`src/rtl/shift_sched_pkg.sv`:
```
// shift_sched_pkg: shared types and constants for the shift scheduler.
// Holds the FSM state enum, shift-unit opcodes and the default count width.
package shift_sched_pkg;

  localparam int CNT_W = 3;

  typedef enum logic [1:0] {
    IDLE,
    LOAD,
    SHIFT,
    DONE
  } state_t;

  localparam logic [1:0] SH_HOLD  = 2'b00;
  localparam logic [1:0] SH_RIGHT = 2'b10;
  localparam logic [1:0] SH_LEFT  = 2'b01;
  localparam logic [1:0] SH_LOAD  = 2'b11;

endpackage

```
`src/rtl/shift_sched_if.sv`:
```
// shift_sched_if: client request/grant/result bus plus shift-unit controls.
// master = clients and shift unit; slave = the scheduler.
interface shift_sched_if #(
  parameter int CNT_W = shift_sched_pkg::CNT_W
);
  logic             req0;
  logic             req1;
  logic             dir0;
  logic             dir1;
  logic             mode0;
  logic             mode1;
  logic [CNT_W-1:0] cnt0;
  logic [CNT_W-1:0] cnt1;
  logic [7:0]       din0;
  logic [7:0]       din1;
  logic             gnt0;
  logic             gnt1;
  logic             done0;
  logic             done1;
  logic [7:0]       rdata;
  logic             rcarry;
  logic             busy;
  logic [1:0]       sh_s;
  logic             sh_m;
  logic [7:0]       sh_d;
  logic [7:0]       sh_q;
  logic             sh_cn;

  modport slave (
    input  req0, req1, dir0, dir1,
    input  mode0, mode1, cnt0, cnt1,
    input  din0, din1,
    output gnt0, gnt1, done0, done1,
    output rdata, rcarry, busy,
    output sh_s, sh_m, sh_d,
    input  sh_q, sh_cn
  );

  modport master (
    output req0, req1, dir0, dir1,
    output mode0, mode1, cnt0, cnt1,
    output din0, din1,
    input  gnt0, gnt1, done0, done1,
    input  rdata, rcarry, busy,
    input  sh_s, sh_m, sh_d,
    output sh_q, sh_cn
  );

endinterface

```
`src/rtl/shift_sched_arb.sv`:
```
// shift_sched_arb: 2-way arbiter, in req[1:0]/advance, out one-hot gnt + id.
// Round-robin by default; SHIFT_SCHED_FIXED_PRIO_EN gives client 0 priority.
module shift_sched_arb (
`ifndef SHIFT_SCHED_FIXED_PRIO_EN
  input  logic       clk,
  input  logic       rst_n,
`endif
  input  logic [1:0] req,
  input  logic       advance,
  output logic [1:0] gnt,
  output logic       id
);

  logic pick1;

`ifdef SHIFT_SCHED_FIXED_PRIO_EN
  assign pick1 = req[1] & ~req[0];
`else
  logic last;

  // On contention the client that was not served last wins.
  assign pick1 = req[1] & (~req[0] | ~last);

  always_ff @(posedge clk or negedge rst_n) begin
    if (!rst_n) begin
      last <= 1'b1;
    end else if (advance) begin
      last <= pick1;
    end
  end
`endif

  assign gnt = {pick1, req[0] & ~pick1};
  assign id  = pick1;

endmodule

```
`src/rtl/shift_sched.sv`:
```
// shift_sched: arbitrates two clients onto the shared shift unit and sequences it.
// Ports: clk, rst_n (async low), bus (slave). Macro: SHIFT_SCHED_FIXED_PRIO_EN.
module shift_sched #(
  parameter int CNT_W = shift_sched_pkg::CNT_W
) (
  input logic        clk,
  input logic        rst_n,
  shift_sched_if.slave bus
);
  import shift_sched_pkg::*;

  state_t           st;
  state_t           st_n;
  logic             own;
  logic             l_dir;
  logic             l_mode;
  logic [CNT_W-1:0] l_cnt;
  logic [7:0]       l_din;
  logic [CNT_W-1:0] rem;
  logic [1:0]       rq;
  logic [1:0]       gnt;
  logic             win;
  logic             take;
  logic             done0_q;
  logic             done1_q;
  logic [7:0]       rdata_q;
  logic             rcarry_q;
  logic [1:0]       sh_s;

  assign rq   = {bus.req1, bus.req0} & {2{st == IDLE}};
  assign take = |gnt;

  shift_sched_arb u_arb (
`ifndef SHIFT_SCHED_FIXED_PRIO_EN
    .clk     (clk),
    .rst_n   (rst_n),
`endif
    .req     (rq),
    .advance (take),
    .gnt     (gnt),
    .id      (win)
  );

  always_ff @(posedge clk or negedge rst_n) begin
    if (!rst_n) begin
      st       <= IDLE;
      own      <= 1'b0;
      l_dir    <= 1'b0;
      l_mode   <= 1'b0;
      l_cnt    <= '0;
      l_din    <= 8'h00;
      rem      <= '0;
      done0_q  <= 1'b0;
      done1_q  <= 1'b0;
      rdata_q  <= 8'h00;
      rcarry_q <= 1'b0;
    end else begin
      st      <= st_n;
      done0_q <= 1'b0;
      done1_q <= 1'b0;
      if (take) begin
        own    <= win;
        l_dir  <= win ? bus.dir1 : bus.dir0;
        l_mode <= win ? bus.mode1 : bus.mode0;
        l_cnt  <= win ? bus.cnt1 : bus.cnt0;
        l_din  <= win ? bus.din1 : bus.din0;
      end
      if (st == LOAD) begin
        rem <= l_cnt;
      end else if (st == SHIFT) begin
        rem <= rem - CNT_W'(1);
      end
      if (st == DONE) begin
        rdata_q  <= bus.sh_q;
        rcarry_q <= (l_cnt == '0) ? 1'b0 : bus.sh_cn;
        done0_q  <= ~own;
        done1_q  <= own;
      end
    end
  end

  always_comb begin
    st_n = st;
    unique case (st)
      IDLE:  if (take) st_n = LOAD;
      LOAD:  st_n = (l_cnt != '0) ? SHIFT : DONE;
      SHIFT: if (rem == CNT_W'(1)) st_n = DONE;
      DONE:  st_n = IDLE;
    endcase
  end

  always_comb begin
    sh_s = SH_HOLD;
    unique case (1'b1)
      st == LOAD:  sh_s = SH_LOAD;
      st == SHIFT: sh_s = l_dir ? SH_LEFT : SH_RIGHT;
      default:     sh_s = SH_HOLD;
    endcase
  end

  assign bus.gnt0   = gnt[0];
  assign bus.gnt1   = gnt[1];
  assign bus.done0  = done0_q;
  assign bus.done1  = done1_q;
  assign bus.rdata  = rdata_q;
  assign bus.rcarry = rcarry_q;
  assign bus.busy   = st != IDLE;
  assign bus.sh_s   = sh_s;
  assign bus.sh_m   = l_mode;
  assign bus.sh_d   = (st == LOAD) ? l_din : 8'h00;

endmodule
```
`src/flat_wrapper.sv`:
```
// flat-port wrapper written by rule: the top's interface ports become plain ports
module shift_sched_flat import shift_sched_pkg::*;
#(
  parameter int CNT_W = shift_sched_pkg::CNT_W
)
  (clk, rst_n, bus_req0, bus_req1, bus_dir0, bus_dir1, bus_mode0, bus_mode1, bus_cnt0, bus_cnt1, bus_din0, bus_din1, bus_gnt0, bus_gnt1, bus_done0, bus_done1, bus_rdata, bus_rcarry, bus_busy, bus_sh_s, bus_sh_m, bus_sh_d, bus_sh_q, bus_sh_cn);
  shift_sched_if #(.CNT_W(CNT_W)) bus_i ();
  input logic clk;
  input logic rst_n;
  input wire logic [$bits(bus_i.req0)-1:0] bus_req0;
  input wire logic [$bits(bus_i.req1)-1:0] bus_req1;
  input wire logic [$bits(bus_i.dir0)-1:0] bus_dir0;
  input wire logic [$bits(bus_i.dir1)-1:0] bus_dir1;
  input wire logic [$bits(bus_i.mode0)-1:0] bus_mode0;
  input wire logic [$bits(bus_i.mode1)-1:0] bus_mode1;
  input wire logic [$bits(bus_i.cnt0)-1:0] bus_cnt0;
  input wire logic [$bits(bus_i.cnt1)-1:0] bus_cnt1;
  input wire logic [$bits(bus_i.din0)-1:0] bus_din0;
  input wire logic [$bits(bus_i.din1)-1:0] bus_din1;
  output wire logic [$bits(bus_i.gnt0)-1:0] bus_gnt0;
  output wire logic [$bits(bus_i.gnt1)-1:0] bus_gnt1;
  output wire logic [$bits(bus_i.done0)-1:0] bus_done0;
  output wire logic [$bits(bus_i.done1)-1:0] bus_done1;
  output wire logic [$bits(bus_i.rdata)-1:0] bus_rdata;
  output wire logic [$bits(bus_i.rcarry)-1:0] bus_rcarry;
  output wire logic [$bits(bus_i.busy)-1:0] bus_busy;
  output wire logic [$bits(bus_i.sh_s)-1:0] bus_sh_s;
  output wire logic [$bits(bus_i.sh_m)-1:0] bus_sh_m;
  output wire logic [$bits(bus_i.sh_d)-1:0] bus_sh_d;
  input wire logic [$bits(bus_i.sh_q)-1:0] bus_sh_q;
  input wire logic [$bits(bus_i.sh_cn)-1:0] bus_sh_cn;
  assign bus_i.req0 = bus_req0;
  assign bus_i.req1 = bus_req1;
  assign bus_i.dir0 = bus_dir0;
  assign bus_i.dir1 = bus_dir1;
  assign bus_i.mode0 = bus_mode0;
  assign bus_i.mode1 = bus_mode1;
  assign bus_i.cnt0 = bus_cnt0;
  assign bus_i.cnt1 = bus_cnt1;
  assign bus_i.din0 = bus_din0;
  assign bus_i.din1 = bus_din1;
  assign bus_gnt0 = bus_i.gnt0;
  assign bus_gnt1 = bus_i.gnt1;
  assign bus_done0 = bus_i.done0;
  assign bus_done1 = bus_i.done1;
  assign bus_rdata = bus_i.rdata;
  assign bus_rcarry = bus_i.rcarry;
  assign bus_busy = bus_i.busy;
  assign bus_sh_s = bus_i.sh_s;
  assign bus_sh_m = bus_i.sh_m;
  assign bus_sh_d = bus_i.sh_d;
  assign bus_i.sh_q = bus_sh_q;
  assign bus_i.sh_cn = bus_sh_cn;
  shift_sched #(.CNT_W(CNT_W)) u_core (.clk(clk), .rst_n(rst_n), .bus(bus_i));
endmodule
```
`config.mk`:
```
export PLATFORM = sky130hd
export DESIGN_NAME = shift_sched_flat
export DESIGN_NICKNAME = d
export VERILOG_FILES = /design/src/rtl/shift_sched_pkg.sv /design/src/rtl/shift_sched_if.sv /design/src/rtl/shift_sched_arb.sv /design/src/rtl/shift_sched.sv /design/src/flat_wrapper.sv
export SDC_FILE = /design/constraint.sdc
export NUM_CORES = 1
export LEC_CHECK = 0
export CELL_PAD_IN_SITES_DETAIL_PLACEMENT = 1
export CELL_PAD_IN_SITES_GLOBAL_PLACEMENT = 2
export CORE_MARGIN = 2
export CORE_UTILIZATION = 30
export DETAILED_ROUTE_END_ITERATION = 10
export DONT_BUFFER_PORTS = 1
export GPL_ROUTABILITY_DRIVEN = 0
export GPL_TIMING_DRIVEN = 1
export HOLD_SLACK_MARGIN = 0.08
export PLACE_DENSITY_LB_ADDON = 0.1
export SYNTH_ARGS = -nofsm -noshare
export SYNTH_HDL_FRONTEND = slang
export SYNTH_SLANG_ARGS = --single-unit
```
`constraint.sdc`:
```
create_clock -name clk -period 2.7 [get_ports clk]
set_clock_uncertainty 0.15 [all_clocks]
set_input_delay 0.54 -clock clk [delete_from_list [all_inputs] [get_ports clk]]
set_output_delay 0.54 -clock clk [all_outputs]
set_load 0.02 [all_outputs]
```
[After elaboration in Yosys (flattened, before gate mapping)]
Index checks and enable logic that the tools add are counted.
Storage, ports and cells
  output and inout port bits: 25
  bits in registers: 31
  input bits: 39
Operators by class
  reduce and logical (&&, ||, !) cells: 7
  muxes and demuxes: 16
  bitwise operators: 8
  add/subtract/negate cells: 1
  equal/unequal tests: 6
Operator list (number)
  $mux 8: 2
  $mux 3: 3
  $pmux 2 s4: 1
  $mux 1: 6
  $mux 2: 3
  $eq 2x2->1 const B: 2
  $not 1->1: 4
  $pmux 2 s2: 1
  $reduce_bool 2->1: 2
  $eq 3x1->1 const B: 1
  $logic_not 3->1: 1
  $reduce_bool 3->1: 1
  $sub 3x1->3 const B: 1
  $and 1x1->1: 2
  $and 2x2->2: 1
  $eq 2x1->1 const B: 1
  $logic_not 2->1: 1
  $ne 2x1->1 const B: 1
  $ne 2x2->1 const B: 1
  $reduce_and 2->1: 1
  $reduce_or 2->1: 1
  $or 1x1->1: 1

[Longest topological paths before layout]
  depth in word-level cells: 10
  mapped depth: 8
  mapped depth without buffers: 5

[Modules after synthesis]
From an unflattened synthesis, not the netlist that was laid out.
Second synthesis, totals
  cell total of the unflattened synthesis: 151
  area, all modules: 1630.3 um^2
By module, submodules not included
  shift_sched: cells an instance 145, area each 1559.0 um^2, instances 1
  shift_sched_arb: cells an instance 6, area each 71.3 um^2, instances 1

[Least setup slack after synthesis]
No wires, ideal clock.
  path type: reg2out
  from: reg u_core.st[0]
  to: out bus_gnt0
  stages on the path, launching flop included: 8
  required time: 2.010 ns
  setup slack: 0.349 ns
  data arrival time: 1.661 ns
  cells stage by stage: dfrtp_1 inv_1 ha_1 buf_6 nand2_1 buf_4 nor2_1 nor3_1
Between the ends
  longest elaborated chain between the ends: 7
Ends and longest elaborated chain
  start, declared: RTL line shift_sched.sv:12  | state_t st;
  start signal, assigned: RTL line shift_sched.sv:58  | st <= st_n;
  $logic_not 2->1 (*): RTL line shift_sched.sv:30  | assign rq = {bus.req1, bus.req0} & {2{st == IDLE}};
  $and 2x2->2 (*): RTL line shift_sched.sv:30
  $not 1->1: RTL line shift_sched_arb.sv:22  | assign pick1 = req[1] & (~req[0] | ~last);
  $or 1x1->1: RTL line shift_sched_arb.sv:22
  $and 1x1->1 (*): RTL line shift_sched_arb.sv:22
  named net bus_gnt1: RTL line flat_wrapper.sv:21  | output wire logic [$bits(bus_i.gnt1)-1:0] bus_gnt1;
  $not 1->1 (*): RTL line shift_sched_arb.sv:33  | assign gnt = {pick1, req[0] & ~pick1};
  $and 1x1->1 (*): RTL line shift_sched_arb.sv:33
  end, declared: RTL line flat_wrapper.sv:20  | output wire logic [$bits(bus_i.gnt0)-1:0] bus_gnt0;
The timed path passes the listed nets; every way through them passes the cells marked *.

[Worst setup path in the final report]
  from: reg u_core.st[0]
  to: out bus_gnt0
Between the ends
  longest elaborated chain between the ends: 7
Ends and longest elaborated chain (RTL line)
  $logic_not 2->1 (*): shift_sched.sv:30
  $and 2x2->2 (*): shift_sched.sv:30
  $not 1->1: shift_sched_arb.sv:22
  $or 1x1->1: shift_sched_arb.sv:22
  $and 1x1->1: shift_sched_arb.sv:22
  $not 1->1: shift_sched_arb.sv:33
  $and 1x1->1 (*): shift_sched_arb.sv:33
Mark *: on every way between the ends. The rest lies on a longest branch, timed or not.

==> run_results.csv <==
group,metric,value,unit
status,outcome,"finished, final reports clean",
critical_path,slowest_stage,"dfrtp_1",
placed_design,post_dp_cell_area,1740,um2
power,peakVddDrop,0.000427,V
sta,grt_setup_unrepaired,"false",
route,ant_nets,0,
logic_synthesis,syn_inst,165,
route,drt_iter0_markers,55,
placed_design,place_ws,0.569,ns
critical_path,critical_path_arrival,1.74,ns
power,power_density,1380,nW/um2
clock_network,clk_latency,0.28,ns
critical_path,crit_fanout,9,
critical_path,worst-path-stages,6,
placed_design,dpl.cell_count,232,
logic_synthesis,synth_area,1680,um2
sta,finalSetupViolCount,0,
critical_path,start_kind,"flip-flop",
critical_path,slowest_delay,0.43,ns
route,routed_via_density,5.36,
clock_network,cts.clk_slew.worst_paths,0.07,ns
logic_synthesis,yosys-top-cells-area,"dfrtp_1 (45%), o2111ai_1 (6.8%), mux2_2 (6.0%)",
job,drv_cap,0,
logic_synthesis,yosys.area.top_type_share,0.446,
global_routing,grt_pass1_wl,6.96,mm
global_routing,antenna_found_initial,0,
floorplanning,die_area,6230,um2
clock_network,cts_tree,"done",
route,totalWireLength,4.54,mm
global_routing,grt_pass1_vias,1332,
floorplanning,boundaryPins,64,
global_routing,grt_usage,0.146,
clock_network,clockBufferDepth,2,
critical_path,path_buf_inv,2,
worst_hold_path,hold_depth,1,
sta,period_share,0.900,
clock_network,htree_levels,2,
sta,finalWorstSetupSlack,0.270,ns
logic_synthesis,ys_ff_latch,31,
route,routedWlPerCell,18.8,um
finish,areaGrowthSynthToFinish,12.0,%
placed_design,post-dp-hpwl,3.20,mm
power,p_total,2.61,mW
logic_synthesis,yosysTopAreaCell,"dfrtp_1",
placed_design,port_buffers,0,
critical_path,reg2reg_depth,6,
route,vias,1297,
power,p_leak,0.763,nW
finish,stdcell_count,242,
logic_synthesis,seq_area_frac_synth,0.461,
finish,layout_common_cells,"dfrtp_1 (30), nor2_1 (17), o21ai_0 (14)",
critical_path,end_kind,"primary output",
clock_network,clkSinkCount,31,
logic_synthesis,synthDistinctLibCells,31,
sta,worst_slew_pin_slew,0.497,ns
finish,final_layout_size_suffix_gt1_frac,0.176,
floorplanning,initial_core_util,0.308,
logic_synthesis,ys_warn_count,0,
route,dr.pass1.iters,4,
clock_network,cts_setup_buffers,0,
critical_path,crit_required,2.01,ns
critical_path,crit_type,"flip-flop to primary output",
floorplanning,dieHeight,78.9,um
sta,hold_violations,0,
logic_synthesis,syn_nets,211,
floorplanning,dieWidth,78.9,um
finish,design_area,1890,um2
critical_path,critical_path.top_delay_family,"flip-flops",
logic_synthesis,syn_avg_cell_area,10.2,um2
global_routing,grt_max_degree,32,
floorplanning,coreArea,5470,um2
sta,finalMaxSlewViolations,0,
finish,final_common_cell,"dfrtp_1",
sta,fin_crit,2.43,ns
global_routing,grt-ovfl-total,0,
finish,num_antenna_cells,0,
clock_network,root_buffer,"clkbuf_8",
worst_hold_path,min_path_type,"input pin to flip-flop",
sta,fin_setup_tns,0,ns
floorplanning,rows,27,
critical_path,crit_path_cell_trace,"inv_1, ha_1, nand2_1, nor2_1, nor3_1, buf_4",
clock_network,cts_buffers,5,
sta,slew_headroom,0.669,
route,post-route-drc-count,0,
finish,fin_nets,215,
sta,max_freq,411,MHz
kinds of logic (layout without fill, tap and decap cells):
group           after synthesis  count (layout)  synth area share
mux                          11              11            0.0721
buf+inv                      24              29            0.0839
simple gates                 37              37             0.109
compound gates               55              55             0.221
fa+ha+maj                     7               7            0.0520
flops                        31              31             0.461
timing repair:
item                      CTS  global route
gates resized for setup     0             0
hold endpoints to repair   31             0
hold buffers                2             0
report_power, final:
part	leakage (nW)	total (mW)	internal [mW]	switching, mW
clock	0.0612	0.477	0.298	0.178
sequential	0.357	0.986	0.710	0.276
combinational	0.344	1.15	0.467	0.681
total	0.763	2.61	1.47	1.14
synthesized netlist by cell type (all sizes together):
library cell  count
mux2i             2
nor2             17
nor3              2
o21a              1
a2bb2oi           1
dfrtp            30
inv              10
a31oi            13
and2             10
clkbuf            2
o2111ai          13
ha                7
mux2              9
nor4b             1
nand2             2
nor2b             2
a21boi            2
o22ai             3
buf              12
dfstp             1
a221oi            1
o311ai            1
nand3             1
nand2b            2
a21oi             3
a22oi             1
o21ai            16
routing by layer:
| layer | track usage | up-vias | part of all wire |
|---|---|---|---|
| met3 | 0.0466 | 5 | 0.055 |
| li1 | - | 608 | - |
| met2 | 0.244 | 50 | 0.48 |
| met5 | 0 | - | 0 |
| met1 | 0.182 | 634 | 0.46 |
| met4 | 0.0414 | 0 | 0.0099 |
registers in the layout (all words and copies together) (netlist names):
register / count
u_core.l_din: 8
u_core.l_dir: 1
u_core.bus.done1: 1
u_core.bus.rdata: 8
u_core.rem: 3
u_core.u_arb.last: 1
u_core.bus.rcarry: 1
u_core.bus.sh_m: 1
u_core.own: 1
u_core.bus.done0: 1
u_core.l_cnt: 3
u_core.st: 2
worst register-to-register path, cell delays in order (launching register included):
cell and delay (ns):
dfrtp_1 0.43, inv_1 0.15, ha_1 0.37, buf_4 0.25, o21a_4 0.33, nor2_1 0.10, a31oi_1 0.14
layout make-up:
| cell class | instances | area, um2 |
|---|---|---|
| clock inverter | 2 | 35.0 |
| sequential | 31 | 777 |
| inverter | 10 | 37.5 |
| timing repair buffer | 11 | 97.6 |
| clock buffer | 6 | 82.6 |
| tap | 72 | 90.1 |
| multi-input combinational | 110 | 766 |
| fill | 652 | 3590 |
final timing paths:
path	start	slack, ns	endpoint
setup / recovery	u_core.st[0]$_DFFE_PN0P_	0.27	bus_gnt0
hold / removal	bus_sh_q[3]	0.26	u_core.bus.rdata[3]$_DFFE_PN0N_
setup reg to reg	u_core.st[0]$_DFFE_PN0P_	0.71	u_core.l_din[6]$_DFFE_PN0P_
max in group asynchronous	rst_n	1.60	u_core.u_arb.last$_DFFE_PN1P_
hold reg to reg	u_core.own$_DFFE_PN0P_	0.30	u_core.bus.done0$_DFF_PN0_
min in group asynchronous	rst_n	0.57	u_core.rem[2]$_DFFE_PN0P_
per-stage QoR:
step	hold slack (ns)	util
floorplan	0.0944	-
global placement	0.0953	0.318
detailed placement	0.0954	0.318
CTS	0.246	0.345
global route	0.235	0.345
finish	0.259	0.345
(Power assumes the default switching activity.)
